--- src/rtl/kronos_csr_if.sv ---
// CSR access channel between the Write Back stage (master) and the CSR file (slave).
// Handshake: master raises csr_rd_req with addr/op/wr_data stable and holds it until csr_gnt; slave pulses
// csr_gnt for exactly one cycle with csr_rd_data valid; master then drops csr_rd_req and may assert
// csr_wr_req for one cycle to commit (no grant for the write). csr_wr_req without a read commits directly.
interface kronos_csr_if;
  logic [11:0] csr_addr;
  logic [1:0]  csr_op;
  logic [31:0] csr_rd_data;
  logic [31:0] csr_wr_data;
  logic        csr_rd_req;
  logic        csr_wr_req;
  logic        csr_gnt;

  modport master (
    output csr_addr, csr_op, csr_wr_data, csr_rd_req, csr_wr_req,
    input  csr_rd_data, csr_gnt
  );

  modport slave (
    input  csr_addr, csr_op, csr_wr_data, csr_rd_req, csr_wr_req,
    output csr_rd_data, csr_gnt
  );
endinterface

--- src/rtl/kronos_csr.sv ---
// Machine-mode CSR file: read-grant-then-commit access FSM, trap CSRs and 64-bit cycle/instret counters.
module kronos_csr #(
  parameter logic [31:0] HART_ID     = 32'd0,
  parameter logic [31:0] MTVEC_RESET = 32'h0000_0000
) (
  input  logic          clk,
  input  logic          rstz,
  kronos_csr_if.slave   csr,
  input  logic          instret,
  output logic [31:0]   mtvec,
  output logic [31:0]   mepc,
  output logic [1:0]    state_o
);

  typedef enum logic [1:0] {IDLE = 2'd0, GRANT = 2'd1, WAIT_WR = 2'd2} state_e;

  state_e      state_q, state_d;
  logic [31:0] rd_data_q, rd_data_d;
  logic [31:0] mtvec_q, mepc_q, mscratch_q, mcause_q;
  logic [63:0] mcycle_q, mcycle_d, minstret_q, minstret_d;

  logic [31:0] rd_val, rmw_old, wr_val;
  logic        commit, wr_en;
  logic        we_mtvec, we_mscratch, we_mepc, we_mcause;
  logic        we_mcycle, we_mcycleh, we_minstret, we_minstreth;
  logic [63:0] cyc_inc, ins_inc;

  always_comb begin
    rd_val = 32'd0;
    case (csr.csr_addr)
      12'h301: rd_val = 32'h4000_0100;
      12'hF14: rd_val = HART_ID;
      12'h305: rd_val = mtvec_q;
      12'h340: rd_val = mscratch_q;
      12'h341: rd_val = mepc_q;
      12'h342: rd_val = mcause_q;
      12'hB00: rd_val = mcycle_q[31:0];
      12'hB80: rd_val = mcycle_q[63:32];
      12'hB02: rd_val = minstret_q[31:0];
      12'hB82: rd_val = minstret_q[63:32];
      default: rd_val = 32'd0;
    endcase
  end

  // A write with no preceding read uses the live register value as the RMW base.
  always_comb begin
    state_d   = state_q;
    rd_data_d = rd_data_q;
    commit    = 1'b0;
    rmw_old   = rd_val;
    case (state_q)
      IDLE: begin
        commit = csr.csr_wr_req;
        if (csr.csr_rd_req) begin
          state_d   = GRANT;
          rd_data_d = rd_val;
        end
      end
      GRANT:   state_d = WAIT_WR;
      WAIT_WR: begin
        rmw_old = rd_data_q;
        if (csr.csr_wr_req) begin
          commit  = 1'b1;
          state_d = IDLE;
        end
      end
      default: state_d = IDLE;
    endcase
  end

  always_comb begin
    wr_val = csr.csr_wr_data;
    case (csr.csr_op)
      2'b10:   wr_val = rmw_old | csr.csr_wr_data;
      2'b11:   wr_val = rmw_old & ~csr.csr_wr_data;
      default: wr_val = csr.csr_wr_data;
    endcase
  end

  assign wr_en        = commit && (csr.csr_op != 2'b00);
  assign we_mtvec     = wr_en && (csr.csr_addr == 12'h305);
  assign we_mscratch  = wr_en && (csr.csr_addr == 12'h340);
  assign we_mepc      = wr_en && (csr.csr_addr == 12'h341);
  assign we_mcause    = wr_en && (csr.csr_addr == 12'h342);
  assign we_mcycle    = wr_en && (csr.csr_addr == 12'hB00);
  assign we_mcycleh   = wr_en && (csr.csr_addr == 12'hB80);
  assign we_minstret  = wr_en && (csr.csr_addr == 12'hB02);
  assign we_minstreth = wr_en && (csr.csr_addr == 12'hB82);

  // Writing a low half freezes the high half for that cycle (its carry is dropped).
  always_comb begin
    cyc_inc  = mcycle_q + 64'd1;
    ins_inc  = minstret_q + {63'd0, instret};
    mcycle_d = cyc_inc;
    if (we_mcycle)  mcycle_d = {mcycle_q[63:32], wr_val};
    if (we_mcycleh) mcycle_d = {wr_val, cyc_inc[31:0]};
    minstret_d = ins_inc;
    if (we_minstret)  minstret_d = {minstret_q[63:32], wr_val};
    if (we_minstreth) minstret_d = {wr_val, ins_inc[31:0]};
  end

  always_ff @(posedge clk or negedge rstz) begin
    if (!rstz) begin
      state_q    <= IDLE;
      rd_data_q  <= 32'd0;
      mtvec_q    <= {MTVEC_RESET[31:2], 2'b00};
      mepc_q     <= 32'd0;
      mscratch_q <= 32'd0;
      mcause_q   <= 32'd0;
      mcycle_q   <= 64'd0;
      minstret_q <= 64'd0;
    end else begin
      state_q    <= state_d;
      rd_data_q  <= rd_data_d;
      mcycle_q   <= mcycle_d;
      minstret_q <= minstret_d;
      if (we_mtvec)    mtvec_q    <= {wr_val[31:2], 2'b00};
      if (we_mepc)     mepc_q     <= {wr_val[31:2], 2'b00};
      if (we_mscratch) mscratch_q <= wr_val;
      if (we_mcause)   mcause_q   <= wr_val;
    end
  end

  assign csr.csr_rd_data = rd_data_q;
  assign csr.csr_gnt     = (state_q == GRANT);
  assign mtvec           = mtvec_q;
  assign mepc            = mepc_q;
  assign state_o         = state_q;

endmodule

--- src/flat_wrapper.sv ---
// flat-port wrapper written by rule: the top's interface ports become plain ports
module kronos_csr_flat 
#(
  parameter logic [31:0] HART_ID     = 32'd0,
  parameter logic [31:0] MTVEC_RESET = 32'h0000_0000
)
  (clk, rstz, instret, mtvec, mepc, state_o, csr_csr_addr, csr_csr_op, csr_csr_wr_data, csr_csr_rd_req, csr_csr_wr_req, csr_csr_rd_data, csr_csr_gnt);
  kronos_csr_if csr_i ();
  input  logic clk;
  input  logic rstz;
  input  logic instret;
  output logic [31:0] mtvec;
  output logic [31:0] mepc;
  output logic [1:0] state_o;
  input wire logic [$bits(csr_i.csr_addr)-1:0] csr_csr_addr;
  input wire logic [$bits(csr_i.csr_op)-1:0] csr_csr_op;
  input wire logic [$bits(csr_i.csr_wr_data)-1:0] csr_csr_wr_data;
  input wire logic [$bits(csr_i.csr_rd_req)-1:0] csr_csr_rd_req;
  input wire logic [$bits(csr_i.csr_wr_req)-1:0] csr_csr_wr_req;
  output wire logic [$bits(csr_i.csr_rd_data)-1:0] csr_csr_rd_data;
  output wire logic [$bits(csr_i.csr_gnt)-1:0] csr_csr_gnt;
  assign csr_i.csr_addr = csr_csr_addr;
  assign csr_i.csr_op = csr_csr_op;
  assign csr_i.csr_wr_data = csr_csr_wr_data;
  assign csr_i.csr_rd_req = csr_csr_rd_req;
  assign csr_i.csr_wr_req = csr_csr_wr_req;
  assign csr_csr_rd_data = csr_i.csr_rd_data;
  assign csr_csr_gnt = csr_i.csr_gnt;
  kronos_csr #(.HART_ID(HART_ID), .MTVEC_RESET(MTVEC_RESET)) u_core (.clk(clk), .rstz(rstz), .csr(csr_i), .instret(instret), .mtvec(mtvec), .mepc(mepc), .state_o(state_o));
endmodule
--- config.mk ---
export PLATFORM = sky130hd
export DESIGN_NAME = kronos_csr_flat
export DESIGN_NICKNAME = d
export VERILOG_FILES = /design/src/rtl/kronos_csr_if.sv /design/src/rtl/kronos_csr.sv /design/src/flat_wrapper.sv
export SDC_FILE = /design/constraint.sdc
export NUM_CORES = 1
export LEC_CHECK = 0
export ABC_AREA = 1
export BUFFER_PORTS_ARGS = -buffer_cell sky130_fd_sc_hd__buf_4
export CELL_PAD_IN_SITES_DETAIL_PLACEMENT = 0
export CELL_PAD_IN_SITES_GLOBAL_PLACEMENT = 2
export CORE_ASPECT_RATIO = 0.5
export CORE_MARGIN = 2
export CORE_UTILIZATION = 38
export CTS_BUF_LIST = sky130_fd_sc_hd__clkbuf_2
export DETAILED_ROUTE_END_ITERATION = 10
export PLACE_DENSITY_LB_ADDON = 0.1
export SYNTH_ARGS = -nofsm -noshare
export SYNTH_HDL_FRONTEND = slang
export SYNTH_SLANG_ARGS = --single-unit
--- constraint.sdc ---
create_clock -name clk -period 5.45 [get_ports clk]
set_clock_uncertainty 0.1 [all_clocks]
set_input_delay 0.2725 -clock clk [delete_from_list [all_inputs] [get_ports clk]]
set_output_delay 0.2725 -clock clk [all_outputs]
set_load 0.01 [all_outputs]
==> summary.md <==
| Metric | Value |
|---|---|
| Netlist cell types | 44 |
| Horizontal extent of the die | 319 um |
| Number of antenna violations at the first check in global routing | 5 |
| Proportion of total power due to net switching | 38.5% |
| Cell at the root of the clock tree | sky130_fd_sc_hd__clkbuf_2 |
| Drt first-iter violations | 2732 |
| Cell Area, Synth | 0.0189 mm2 |
| Clock insertion delay at the later pin of the skew report | 1.08 ns |
| Vias in the first global route | 19500 |
| Clock edge transition at the registers on the reported setup and hold paths | 0.12 ns |
| Hold buffers post-CTS | 77 |
| GR Overflow Total | 0 |
| Effective utilization at floorplan | 38.7% |
| Portion of total power attributed to combinational logic | 19.5% |
| Worst relative slew slack | 25.8% |
| Max Slew Vio Count | 0 |
| Ports placed on the boundary | 150 |
| Power dissipated by switching net loads | 0.00192 W |
| Leakage dissipation | 11.2 nW |
| Register bit total from synthesis | 286 |
| Die Y | 162 um |
| Via count | 21100 |
| Period Utilization, post-route | 98.1% |
| Number of instances in the synthesized netlist | 2812 |
| Critical-path maximum fanout | 33 |
| Status | finished, final reports clean |
| Crit path cell chain | dlygate4sd3_1 > buf_4 > nor2_2 > dlygate4sd3_1 > nand2_4 > dlygate4sd3_1 > nor2_8 > dlygate4sd3_1 > nand2_4 > o21ai_0 > nor2_1 > nand3_1 > nand2_1 > nand2_2 > dlygate4sd3_1 > nand2_1 > nand2_1 > dlygate4sd3_1 |
| Proportion of layout cells with a drive suffix above 1 | 12.7% |
| Detailed-route wire length per cell | 25.6 um |
| Weighted congestion reported at the end of routability-driven placement | 0.944 |
| Largest voltage drop on the vdd net | 0.134 mV |
| Final total negative setup slack | 0 ns |
| Main synth FF type | sky130_fd_sc_hd__dfrtp_1 |
| Share of power burned in registers | 47.1% |
| Slowest CP cell | sky130_fd_sc_hd__dlygate4sd3_1 |
| Data arrival time of the critical path | 6.26 ns |
| Path class of the lowest-slack min-delay path | input pin to flop |
| Sum of net half-perimeters after detailed placement | 68800 um |
| Highest Clock Rate | 187 MHz |
| Post-detailed-route via-to-cell ratio | 5.66 |
| DRT Wirelength | 95200 um |
| Sequential fraction of the synthesis area | 37.9% |
| Detailed Routing Iterations Pass 1 | 5 |
| Ys Warns | 0 |
| Total number of clock tree sinks | 286 |
| Placeable core region | 0.0488 mm2 |
| Post-layout net count | 3078 |
| Number of antenna-violating nets in the routed design | 0 |
| Transition time at the pin with the least slew margin | 1.11 ns |
| Setup slack on the worst flop-to-flop path | 1.63 ns |
| Area growth from synthesis to layout | 15.7% |
| Worst endpoint required time | 6.36 ns |
| Global-route usage over all layers | 36.6% |
| Count of final setup violators | 0 |
| DR DRC count | 0 |
| CTS tree | built |
| Row count | 57 |
| TritonCTS Buffers | 78 |
| Share of the core filled with cells in the final layout | 44.7% |
| Global-route wire length before repair | 137000 um |
| # Max-Cap Violations | 0 |
| Count of buffers from port buffering | 145 |
| H-Tree Level Count | 3 |
| Delay of the slowest cell on the worst path | 0.96 ns |
| Worst Setup End Kind | flop |
| Endpoints failing hold | 0 |
| Cell internal pwr | 0.00307 W |
| Crit path kind | input pin to flop |
| FFs w/ async S/R, synth | 100% |
| Maximum count of clock buffers along a single path | 3 |
| Setup repair after global routing missed its margin | false |
| Part of the total power dissipated in the clock network | 33.4% |
| Shortest clock period the worst path allows after layout | 5.35 ns |
| Post-synth EDFFs | 0 |
| Total die area | 0.0515 mm2 |
| Maximum number of pins on one net before global-route repair | 101 |
| Cell mode on critical path | sky130_fd_sc_hd__dlygate4sd3_1 |
| Setup crit start kind | input pin |
| Average instance area after synthesis | 6.71 um2 |
| Post-cts sizing count | 0 |
| Buffers inserted during post-CTS setup optimization | 0 |
| Total power divided by cell area | 229 mW/mm2 |
worst max-delay path, delay by kind of cell:
kind | cells | cell delay (ns)
compound gates | 1 | 0.26
buf+inv | 7 | 4.09
simple gates | 10 | 1.60
final timing paths:
| kind | start | end | depth (start not counted) |
|---|---|---|---|
| min in group asynchronous | rstz | u_core.csr.csr_rd_data[14] | 4 |
| hold / removal | csr_csr_addr[9] | u_core.csr.csr_rd_data[8] | 9 |
| setup / recovery | csr_csr_addr[10] | u_core.mepc[5] | 18 |
| hold reg to reg | u_core.mcause_q[11] | u_core.mcause_q[11] | 2 |
| setup reg to reg | u_core.state_o[1] | u_core.mcause_q[15] | 12 |
| max in group asynchronous | rstz | u_core.minstret_q[49] | 4 |
sequential cells by signal, summed over array words and instances, names as in the netlist:
signal                  cells
u_core.mscratch_q          32
u_core.csr.csr_rd_data     32
u_core.mcycle_q            64
u_core.state_o              2
u_core.mcause_q            32
u_core.mepc                30
u_core.mtvec               30
u_core.minstret_q          64
power groups by stage:
stage	Combinational [W]	Sequential, W	Clock [W]
5_1_grt	0.00104	0.00236	0.00178
6_report	0.000974	0.00235	0.00167
3_5_place_dp	0.000879	0.00239	0
2_1_floorplan	0.000494	0.00234	0
3_3_place_gp	0.000879	0.00239	0
4_1_cts	0.000946	0.00235	0.00168
cells in the mapped netlist, types with 8 or more instances:
cell type / instances / area (um2)
sky130_fd_sc_hd__nand4_1: 104 / 651
sky130_fd_sc_hd__nor3_1: 91 / 455
sky130_fd_sc_hd__nor2_1: 246 / 923
sky130_fd_sc_hd__nor2_4: 15 / 169
sky130_fd_sc_hd__buf_4: 14 / 105
sky130_fd_sc_hd__o21ai_0: 183 / 916
sky130_fd_sc_hd__o21ai_1: 82 / 410
sky130_fd_sc_hd__a21o_1: 27 / 203
sky130_fd_sc_hd__buf_2: 40 / 200
sky130_fd_sc_hd__o211ai_1: 32 / 240
sky130_fd_sc_hd__buf_6: 12 / 135
sky130_fd_sc_hd__inv_2: 8 / 30.0
sky130_fd_sc_hd__xnor2_1: 9 / 78.8
sky130_fd_sc_hd__xor2_1: 33 / 289
sky130_fd_sc_hd__a21oi_1: 30 / 150
sky130_fd_sc_hd__inv_1: 293 / 1100
sky130_fd_sc_hd__nor2_2: 13 / 81.3
sky130_fd_sc_hd__dfrtp_1: 286 / 7160
sky130_fd_sc_hd__nand3_1: 259 / 1300
sky130_fd_sc_hd__clkbuf_1: 43 / 161
sky130_fd_sc_hd__nand2_2: 36 / 225
sky130_fd_sc_hd__nand2_1: 901 / 3380
metrics by stage:
stage | total power [W] | hold slack, ns | std cells | area, um2 | setup slack, ns
2_1_floorplan | 0.00283 | -0.123 | 2815 | 18900 | 3.43
3_3_place_gp | 0.00327 | 0.260 | 3516 | 20400 | 2.28
3_5_place_dp | 0.00327 | 0.261 | 3516 | 20400 | 2.22
4_1_cts | 0.00497 | 0.00151 | 3723 | 21800 | 0.286
5_1_grt | 0.00517 | 0.114 | 3724 | 21800 | 0.0191
6_report | 0.00500 | 0.0579 | 3727 | 21800 | 0.104
logic make-up after synthesis:
group                      count (synthesis)  share of synthesized area, %
and+or+nand+nor                         1695                          39.7
AOI/OAI and AO/OA                        368                          10.8
xor gates and xnor gates                  42                          1.95
DFF                                      286                          37.9
adders and majority gates                  3                         0.199
buffers and inverters                    417                          9.33
other                                      1                        0.0199
routing by layer:
layer | vias up | track usage (%) | share of wire [%]
met5 | - | 0 | 0.012
met4 | 2 | 8.47 | 2.2
met3 | 141 | 10.6 | 12
met2 | 1056 | 51.6 | 41
met1 | 10300 | 54.5 | 45
li1 | 9594 | - | -
cell usage in the layout, fill, tap and decap left out, types with 14 or more instances in the layout:
cell type / instances
sky130_fd_sc_hd__nand2_1: 899
sky130_fd_sc_hd__inv_1: 292
sky130_fd_sc_hd__dfrtp_1: 286
sky130_fd_sc_hd__nand3_1: 259
sky130_fd_sc_hd__nor2_1: 244
sky130_fd_sc_hd__o21ai_0: 183
sky130_fd_sc_hd__buf_4: 164
sky130_fd_sc_hd__clkbuf_2: 108
sky130_fd_sc_hd__nand4_1: 104
sky130_fd_sc_hd__nor3_1: 91
sky130_fd_sc_hd__o21ai_1: 82
sky130_fd_sc_hd__dlygate4sd3_1: 76
sky130_fd_sc_hd__nand2_2: 38
sky130_fd_sc_hd__xor2_1: 33
sky130_fd_sc_hd__o211ai_1: 32
sky130_fd_sc_hd__a21oi_1: 30
sky130_fd_sc_hd__a21o_1: 27
sky130_fd_sc_hd__nor2_4: 16
sky130_fd_sc_hd__nor2_2: 14
final cells by class:
cell class,instances,area (um2)
Fill cell,5213,27000
Multi-Input combinational cell,2112,9970
Sequential cell,286,7160
Timing Repair Buffer,244,2070
Inverter,302,1130
Tap cell,649,812
Clock buffer,108,541
Clock inverter,22,115
Antenna cell,4,10.0
Power figures use the tool's default switching activity.
